<file path="src/rtl/dmem_write_buffer.sv">
// Posted-store buffer between the core data port and dmem: queues stores in a FIFO,
// drains them when dmem is ready, and forwards loads from the youngest matching store.
module dmem_write_buffer #(
    parameter int unsigned DEPTH = 4,
    parameter int unsigned AW    = 32,
    parameter int unsigned DW    = 32
) (
    input  logic                         clk,
    input  logic                         reset,
    input  logic                         cpu_memwrite,
    input  logic                         cpu_memread,
    input  logic [AW-1:0]                cpu_adr,
    input  logic [DW-1:0]                cpu_wdata,
    output logic [DW-1:0]                cpu_rdata,
    output logic                         stall,
    output logic                         mem_we,
    output logic [AW-1:0]                mem_adr,
    output logic [DW-1:0]                mem_wdata,
    input  logic [DW-1:0]                mem_rdata,
    input  logic                         mem_ready,
    output logic [$clog2(DEPTH+1)-1:0]   count
);

    localparam int unsigned PW = $clog2(DEPTH);
    localparam int unsigned CW = $clog2(DEPTH+1);

    logic [AW-1:0]    r_adr  [DEPTH];
    logic [DW-1:0]    r_data [DEPTH];
    logic [DEPTH-1:0] r_valid;
    logic [PW-1:0]    r_wr_ptr;
    logic [PW-1:0]    r_rd_ptr;
    logic [CW-1:0]    r_count;

    logic             w_hit;
    logic [DW-1:0]    w_fwd;
    logic             w_miss_load;
    logic             w_nonempty;
    logic             w_deq;
    logic             w_enq;

    // Walk oldest to youngest so the last match (the youngest store) wins.
    always_comb begin
        logic [PW-1:0] idx;
        w_hit = 1'b0;
        w_fwd = '0;
        idx   = '0;
        for (int unsigned i = 0; i < DEPTH; i++) begin
            idx = r_rd_ptr + PW'(i);
            if (cpu_memread && r_valid[idx] &&
                (r_adr[idx][AW-1:2] == cpu_adr[AW-1:2])) begin
                w_hit = 1'b1;
                w_fwd = r_data[idx];
            end
        end
    end

    // Port arbitration: a missing load owns dmem; otherwise the head store drains.
    always_comb begin
        w_miss_load = cpu_memread & ~w_hit;
        w_nonempty  = (r_count != '0);
        w_deq       = w_nonempty & ~w_miss_load & mem_ready;
        stall       = cpu_memwrite & (r_count == CW'(DEPTH)) & ~w_deq;
        w_enq       = cpu_memwrite & ~stall;
        cpu_rdata   = w_hit ? w_fwd : mem_rdata;
        mem_we      = 1'b0;
        mem_adr     = cpu_adr;
        mem_wdata   = '0;
        if (!w_miss_load && w_nonempty) begin
            mem_adr   = r_adr[r_rd_ptr];
            mem_wdata = r_data[r_rd_ptr];
            mem_we    = mem_ready;
        end
    end

    // Pointer, occupancy and valid bookkeeping; enqueue set wins over dequeue clear on a full wrap.
    always_ff @(posedge clk or negedge reset) begin
        if (!reset) begin
            r_wr_ptr <= '0;
            r_rd_ptr <= '0;
            r_count  <= '0;
            r_valid  <= '0;
        end else begin
            if (w_deq) begin
                r_valid[r_rd_ptr] <= 1'b0;
                r_rd_ptr          <= r_rd_ptr + PW'(1);
            end
            if (w_enq) begin
                r_valid[r_wr_ptr] <= 1'b1;
                r_wr_ptr          <= r_wr_ptr + PW'(1);
            end
            r_count <= r_count + CW'(w_enq) - CW'(w_deq);
        end
    end

    // Entry payload needs no reset; validity is tracked separately.
    always_ff @(posedge clk) begin
        if (w_enq) begin
            r_adr[r_wr_ptr]  <= cpu_adr;
            r_data[r_wr_ptr] <= cpu_wdata;
        end
    end

    assign count = r_count;

endmodule
</file>
<file path="config.mk">
export PLATFORM = sky130hd
export DESIGN_NAME = dmem_write_buffer
export DESIGN_NICKNAME = d
export VERILOG_FILES = /design/src/rtl/dmem_write_buffer.sv
export SDC_FILE = /design/constraint.sdc
export NUM_CORES = 1
export LEC_CHECK = 0
export CORE_AREA = 2 2 175 212
export CTS_CLUSTER_SIZE = 20
export DETAILED_ROUTE_END_ITERATION = 8
export DIE_AREA = 0 0 177 214
export PLACE_DENSITY = 0.8
export SETUP_SLACK_MARGIN = 0.2
export SYNTH_ARGS = -nofsm -noshare
export SYNTH_HDL_FRONTEND = slang
export SYNTH_SLANG_ARGS = --single-unit
export TNS_END_PERCENT = 30
</file>
<file path="constraint.sdc">
create_clock -name clk -period 6.82 [get_ports clk]
set_input_delay 2.046 -clock clk [delete_from_list [all_inputs] [get_ports clk]]
set_output_delay 2.046 -clock clk [all_outputs]
set_load 0.01 [all_outputs]
</file>
; ---- After elaboration in Yosys (flattened, before gate mapping)
; Memory sizes are Yosys's and may differ from the RTL's.
; Index checks and enable logic that the tools add are counted.
[word_totals]
reg_bits = 11
word_cells = 78
memories = 2
out_inout_bits = 101
mem_bits_rw = 256
in_bits = 101
[op_classes]
n_eq_ne = 5
n_addsub = 6
order_cmp = 7
n_reduce_logical = 13
mux = 28
bitwise = 13
[mem_list]
columns = name, depth, word_bits, read_ports, rd_clocked_by_memory_dff, write_ports, line_no
row1 = r_adr, 4, 32, 4, 0, 1, 27  ; logic [AW-1:0] r_adr [DEPTH];
row2 = r_data, 4, 32, 4, 0, 1, 28  ; logic [DW-1:0] r_data [DEPTH];
[op_table]
columns = op, count
row1 = 32-bit two-way mux, 7
row2 = 30-bit equality test, 4
row3 = 2-bit by 3-bit < comparator with 1-bit output (second input constant), 5
row4 = 1-bit two-way mux, 13
row5 = 1-bit logical AND, 11
row6 = 1-bit binary-select mux with 2-bit select, 4
row7 = 4-bit two-way mux, 2
row8 = 1-bit bitwise AND, 6
row9 = 2-bit by 1-bit adder with 2-bit output (second input constant), 2
row10 = 2-bit adder (second input constant), 2
row11 = 4-bit bitwise AND, 1
row12 = 1-bit demux with 2-bit select, 2
row13 = 2-bit by 1-bit greater-or-equal comparator with 1-bit output (second input constant), 2
row14 = 1-bit inverter, 4
row15 = 4-bit inverter, 1
row16 = 4-bit bitwise OR, 1
row17 = 3-bit by 1-bit adder with 3-bit output, 1
row18 = 3-bit equality test (second input constant), 1
row19 = 3-bit nonzero test, 1
row20 = 3-bit by 1-bit subtractor with 3-bit output, 1
row21 = 1-bit logical NOT, 1

; ---- Longest topological paths before layout
; Gate-level depths: netlist of run 1.
[depth]
word_depth = 19
mapped_depth = 25
ltp_nobuf = 16

; ---- Worst setup path before layout of run 1
; Ideal clock, no wire load.
[synth_path]
path_kind = input-to-reg
from = input cpu_adr[16]
to = memory r_adr[0][0], enable pin
setup_slack_ns = -0.370
stages = 11
t_required_ns = 6.334
setup_time_ns = 0.486
n_path_buf = 2
t_arrival_ns = 6.704
cell_sequence = clkbuf_1 > inv_1 > a222oi_1 > nand3_1 > o2bb2a_2 > a211oi_2 > and4_1 > o41ai_1 > a31o_2 > buf_2 > nor2_1
[synth_via]
elab_chain_cells = 17
[synth_lines]
columns = item, line_no
row1 = from (decl), 12  ; input logic [AW-1:0] cpu_adr,
row2 = 30-bit equality test, 50  ; (r_adr[idx][AW-1:2] == cpu_adr[AW-1:2])) begin
row3 = 1-bit logical AND, 49  ; if (cpu_memread && r_valid[idx] &&
row4 = 1-bit two-way mux (3 in a row), 49
row5 = 1-bit two-way mux *, 49
row6 = 1-bit inverter *, 59  ; w_miss_load = cpu_memread & ~w_hit;
row7 = 1-bit bitwise AND *, 59
row8 = 1-bit inverter *, 61  ; w_deq = w_nonempty & ~w_miss_load & mem_ready;
row9 = 1-bit bitwise AND * (2 in a row), 61
row10 = 1-bit inverter *, 62  ; stall = cpu_memwrite & (r_count == CW'(DEPTH)) & ~w_deq;
row11 = 1-bit bitwise AND *, 62
row12 = 1-bit inverter *, 63  ; w_enq = cpu_memwrite & ~stall;
row13 = 1-bit bitwise AND *, 63
row14 = 1-bit two-way mux *, 97  ; if (w_enq) begin
row15 = 1-bit two-way mux (implied by the code) *, 98  ; r_adr[r_wr_ptr] <= cpu_adr;
row16 = to (decl), 27
; Every way passes the cells marked *; elsewhere a longest branch is shown, timed or not.

; ---- Worst setup path in the final report of run 1
[layout_path]
from = register r_rd_ptr[1]
to = output mem_adr[17]
[layout_via]
elab_chain_cells = 13
[layout_lines]
columns = item, line_no
row1 = from (decl), 31  ; logic [PW-1:0] r_rd_ptr;
row2 = from (signal assigned), 85  ; r_rd_ptr <= r_rd_ptr + PW'(1);
row3 = "parallel branches: the longest is 12 deep, another holds memory 4 x 32 bit", --
row4 = 32-bit two-way mux *, 68  ; if (!w_miss_load && w_nonempty) begin
row5 = to (decl), 17  ; output logic [AW-1:0] mem_adr,
; Mark *: on every way between the ends. The select of a mux whose other input is x is not followed.

==> impl_metrics.json, run 1 <==
{
  "whs_path_depth": 1,
  "drv_slew": 0,
  "yosysTopAreaCellShare": 0.410,
  "ir_drop_v": 0.000269,
  "crit_type": "reg -> out",
  "drt_wl_total_um": 62000,
  "grt_pass1_wl_um": 91500,
  "synth-xor-area-share": 0.0523,
  "grt_antenna_before_repair": 6,
  "synth_top_family_by_area": "multiplexers",
  "crit_family": "buffers and inverters",
  "yosys-top-cells-count": "edfxtp_1 (256), mux4_2 (207), mux2i_1 (92)",
  "ys.flop_type": "edfxtp_1",
  "r2r_setup_slack_ns": 1.68,
  "clk_pin_slew_ns": 0.07,
  "clock_latency_ns": 0.59,
  "die_w_um": 177,
  "fmax_mhz": 145,
  "syn_area_um2": 18700,
  "ys_seq_elements": 267,
  "postSynthCellCount": 1386,
  "rows": 76,
  "numPortBuffers": 201,
  "synth-compound-area-share": 0.0643,
  "async_flop_share": 0.0412,
  "dpl-instance-area_um2": 22400,
  "worstSetupStartpointType": "flop",
  "route.detailed.drc": 0,
  "core-area_um2": 35700,
  "clkSinkCount": 267,
  "place.gp.congestion": 0.975,
  "hold_viol": 0,
  "grt_pass1_vias": 15300,
  "avgSynthCellArea_um2": 13.5,
  "synth_fp_nets": 1497,
  "regArea_um2": 7970,
  "crit_buf_inv": 8,
  "fin_crit_ns": 6.91,
  "yosys.area_share.adder": 0.00708,
  "place_ws_ns": -1.02,
  "path_common_cell": "buf_6",
  "worst_slack_ns": -0.0861,
  "synthMuxAreaShare": 0.324,
  "holdWs_ns": 0.534,
  "violations": "setup timing",
  "crit_required_ns": 4.77,
  "yosys.area_share.simple": 0.0771,
  "wl_per_cell_um": 27.5,
  "relSlewSlack": 0.407,
  "fin_worst_skew_ns": 0.0237,
  "drive_above_1_share": 0.479,
  "cts_tree": "yes",
  "drt-initial-drc-count": 2049,
  "hold_class": "reg -> reg",
  "worstHoldEndpoint": "count[0]",
  "reg2reg_to": "count[2]",
  "fin_util": 0.715,
  "grt-ovfl-total": 0,
  "worst_path_max_delay_cell": "mux2i_1",
  "reg2reg_from": "r_rd_ptr[1]",
  "io_pins": 202,
  "power.density_nw_per_um2": 443,
  "hpwlAfterDp_um": 38800,
  "cts.htree.levels": 1,
  "rsz0062_at_grt": "yes",
  "die_area_um2": 37900,
  "cp.arrival_ns": 4.86,
  "hold_start": "count[0]",
  "endpoint_kind": "primary output",
  "cap_violations": 0,
  "clockBufferDepth": 3,
  "seq_area_frac_synth": 0.425,
  "viasPerCell": 6.79,
  "critical_path.max_stage_delay_ns": 0.63,
  "p_leak_nw": 9.45,
  "ant_nets": 0,
  "die_h_um": 214,
  "fill_cells": 2166,
  "setup-violations-final": 37,
  "initial_core_util": 0.526,
  "finalPower_mw": 11.3,
  "grt_max_degree": 57,
  "synth_edf_count": 256,
  "multi_input_area_um2": 11000,
  "area_growth_pct": 36.0,
  "yosys-top-cells-area": "edfxtp_1 (41%), mux4_2 (25%), mux2i_1 (4.9%)",
  "yosysMostFrequentCell": "edfxtp_1",
  "dr.pass1.iters": 6,
  "yosysTopAreaCell": "edfxtp_1",
  "nNetsFinal": 1872,
  "numCtsBuffers": 30,
  "period_share": 1.01,
  "vias": 15300,
  "status": "finished with violations",
  "crit_chain": "buf_4 > buf_4 > mux2i_1 > o22ai_1 > a211oi_2 > o22ai_2 > nor2_1 > and3b_2 > nor4_4 > buf_4 > a21oi_4 > buf_6 > buf_12 > buf_6 > buf_6 > mux2_4 > buf_6",
  "tightestPinTransition_ns": 0.889,
  "reg2reg_depth": 19,
  "track_usage": 0.321,
  "crit_fanout": 33,
  "yosys_warnings": 0,
  "fin_area_um2": 25500,
  "synth_cell_type_count": 68,
  "cts_root_buf": "clkbuf_16"
}
power breakdown:
part           internal, mW  leakage (nW)  total [mW]  switching [mW]
logic                  3.55          6.45        7.05            3.50
clock network          1.07         0.529        1.78           0.707
registers              2.19          2.47        2.46           0.276
total                  6.81          9.45        11.3            4.49
placed cells by master (no fill, tap or decap), drive strengths merged, types with 3 or more instances in the layout:
master,netlist,final
nand2,78,78
and2,33,33
a2111oi,8,8
o21ai,42,42
nor2b,5,5
dlygate4sd2,0,5
nand3,43,43
clkdlybuf4s50,0,72
clkinv,0,15
xnor2,88,88
o22ai,13,13
ha,9,9
mux4,207,207
nor2,57,57
o2bb2ai,7,7
o21a,3,3
diode,0,5
dfrtp,11,11
bufinv,0,7
o211ai,4,4
clkbuf,55,39
inv,61,63
o221ai,33,33
nor4,11,11
mux2i,92,92
nand4,16,16
edfxtp,256,256
buf,79,385
a21oi,17,17
xor2,24,24
nor3,38,38
o31ai,3,3
a22o,3,3
clkdlybuf4s15,0,5
mux2,43,43
a211oi,11,11
and4,8,8
how the worst max path moves through the flow:
stage / depth (start not counted) / slack (ns) / start / end
2_1_floorplan: 11 / -0.37 / cpu_adr[16] / r_adr[0][0]
3_3_place_gp: 13 / -1.01 / cpu_adr[11] / mem_adr[21]
3_5_place_dp: 12 / -1.02 / cpu_adr[30] / mem_adr[21]
4_1_cts: 16 / -0.03 / cpu_adr[11] / mem_adr[21]
5_1_grt: 17 / -0.17 / r_rd_ptr[1] / mem_adr[17]
6_report: 17 / -0.09 / r_rd_ptr[1] / mem_adr[17]
per-stage QoR:
| step | instances | setup TNS (ns) |
|---|---|---|
| after floorplan | 1386 | -94.66 |
| after global placement | 2103 | -73.17 |
| after detailed placement | 2103 | -74.77 |
| after CTS | 2239 | -0.0878 |
| after global routing | 2258 | -5.98 |
| final | 2258 | -1.50 |
layer usage:
layer	GRT usage	routed length [um]	part of all wire
met1	0.402	20700	0.33
met2	0.530	31200	0.50
met3	0.0552	6270	0.10
met4	0.171	3780	0.061
met5	0	12	0.00019
area by class of cell:
type / count / share of cell area
Inverter: 61 / 0.00918
Multi-Input combinational cell: 924 / 0.431
Tap cell: 468 / 0.0230
Timing Repair Buffer: 477 / 0.181
Clock buffer: 30 / 0.0294
Antenna cell: 5 / 0.000491
Sequential cell: 267 / 0.313
Clock inverter: 26 / 0.0131
state kept, by name, summed over array words and instances (netlist names):
register	count
count	3
r_adr	128
r_data	128
r_rd_ptr	2
r_valid	4
r_wr_ptr	2
timing repair:
| item | in CTS | in global routing |
|---|---|---|
| setup buffers | 73 | 13 |
| hold buffers | 0 | 0 |
| pin swaps | 72 | 59 |
| cloned | 7 | 1 |
| endpoints found under the setup margin | 98 | 98 |
| resized for setup | 728 | 108 |
logic make-up after synthesis:
kind of cell / count (synthesis)
AOI/OAI and AO/OA: 166
xor gates and xnor gates: 112
adders and majority gates: 10
buffers and inverters: 195
DFF: 267
muxes: 342
and+or+nand+nor: 294
No activity file was read; power rests on OpenSTA's default activity.
==> run 2, diff against run 1 <==
- CTS_BUF_LIST: not set -> sky130_fd_sc_hd__clkbuf_16
==> results of run 2 <==
The final DEF is identical to that of run 1; final timing and power are the same.
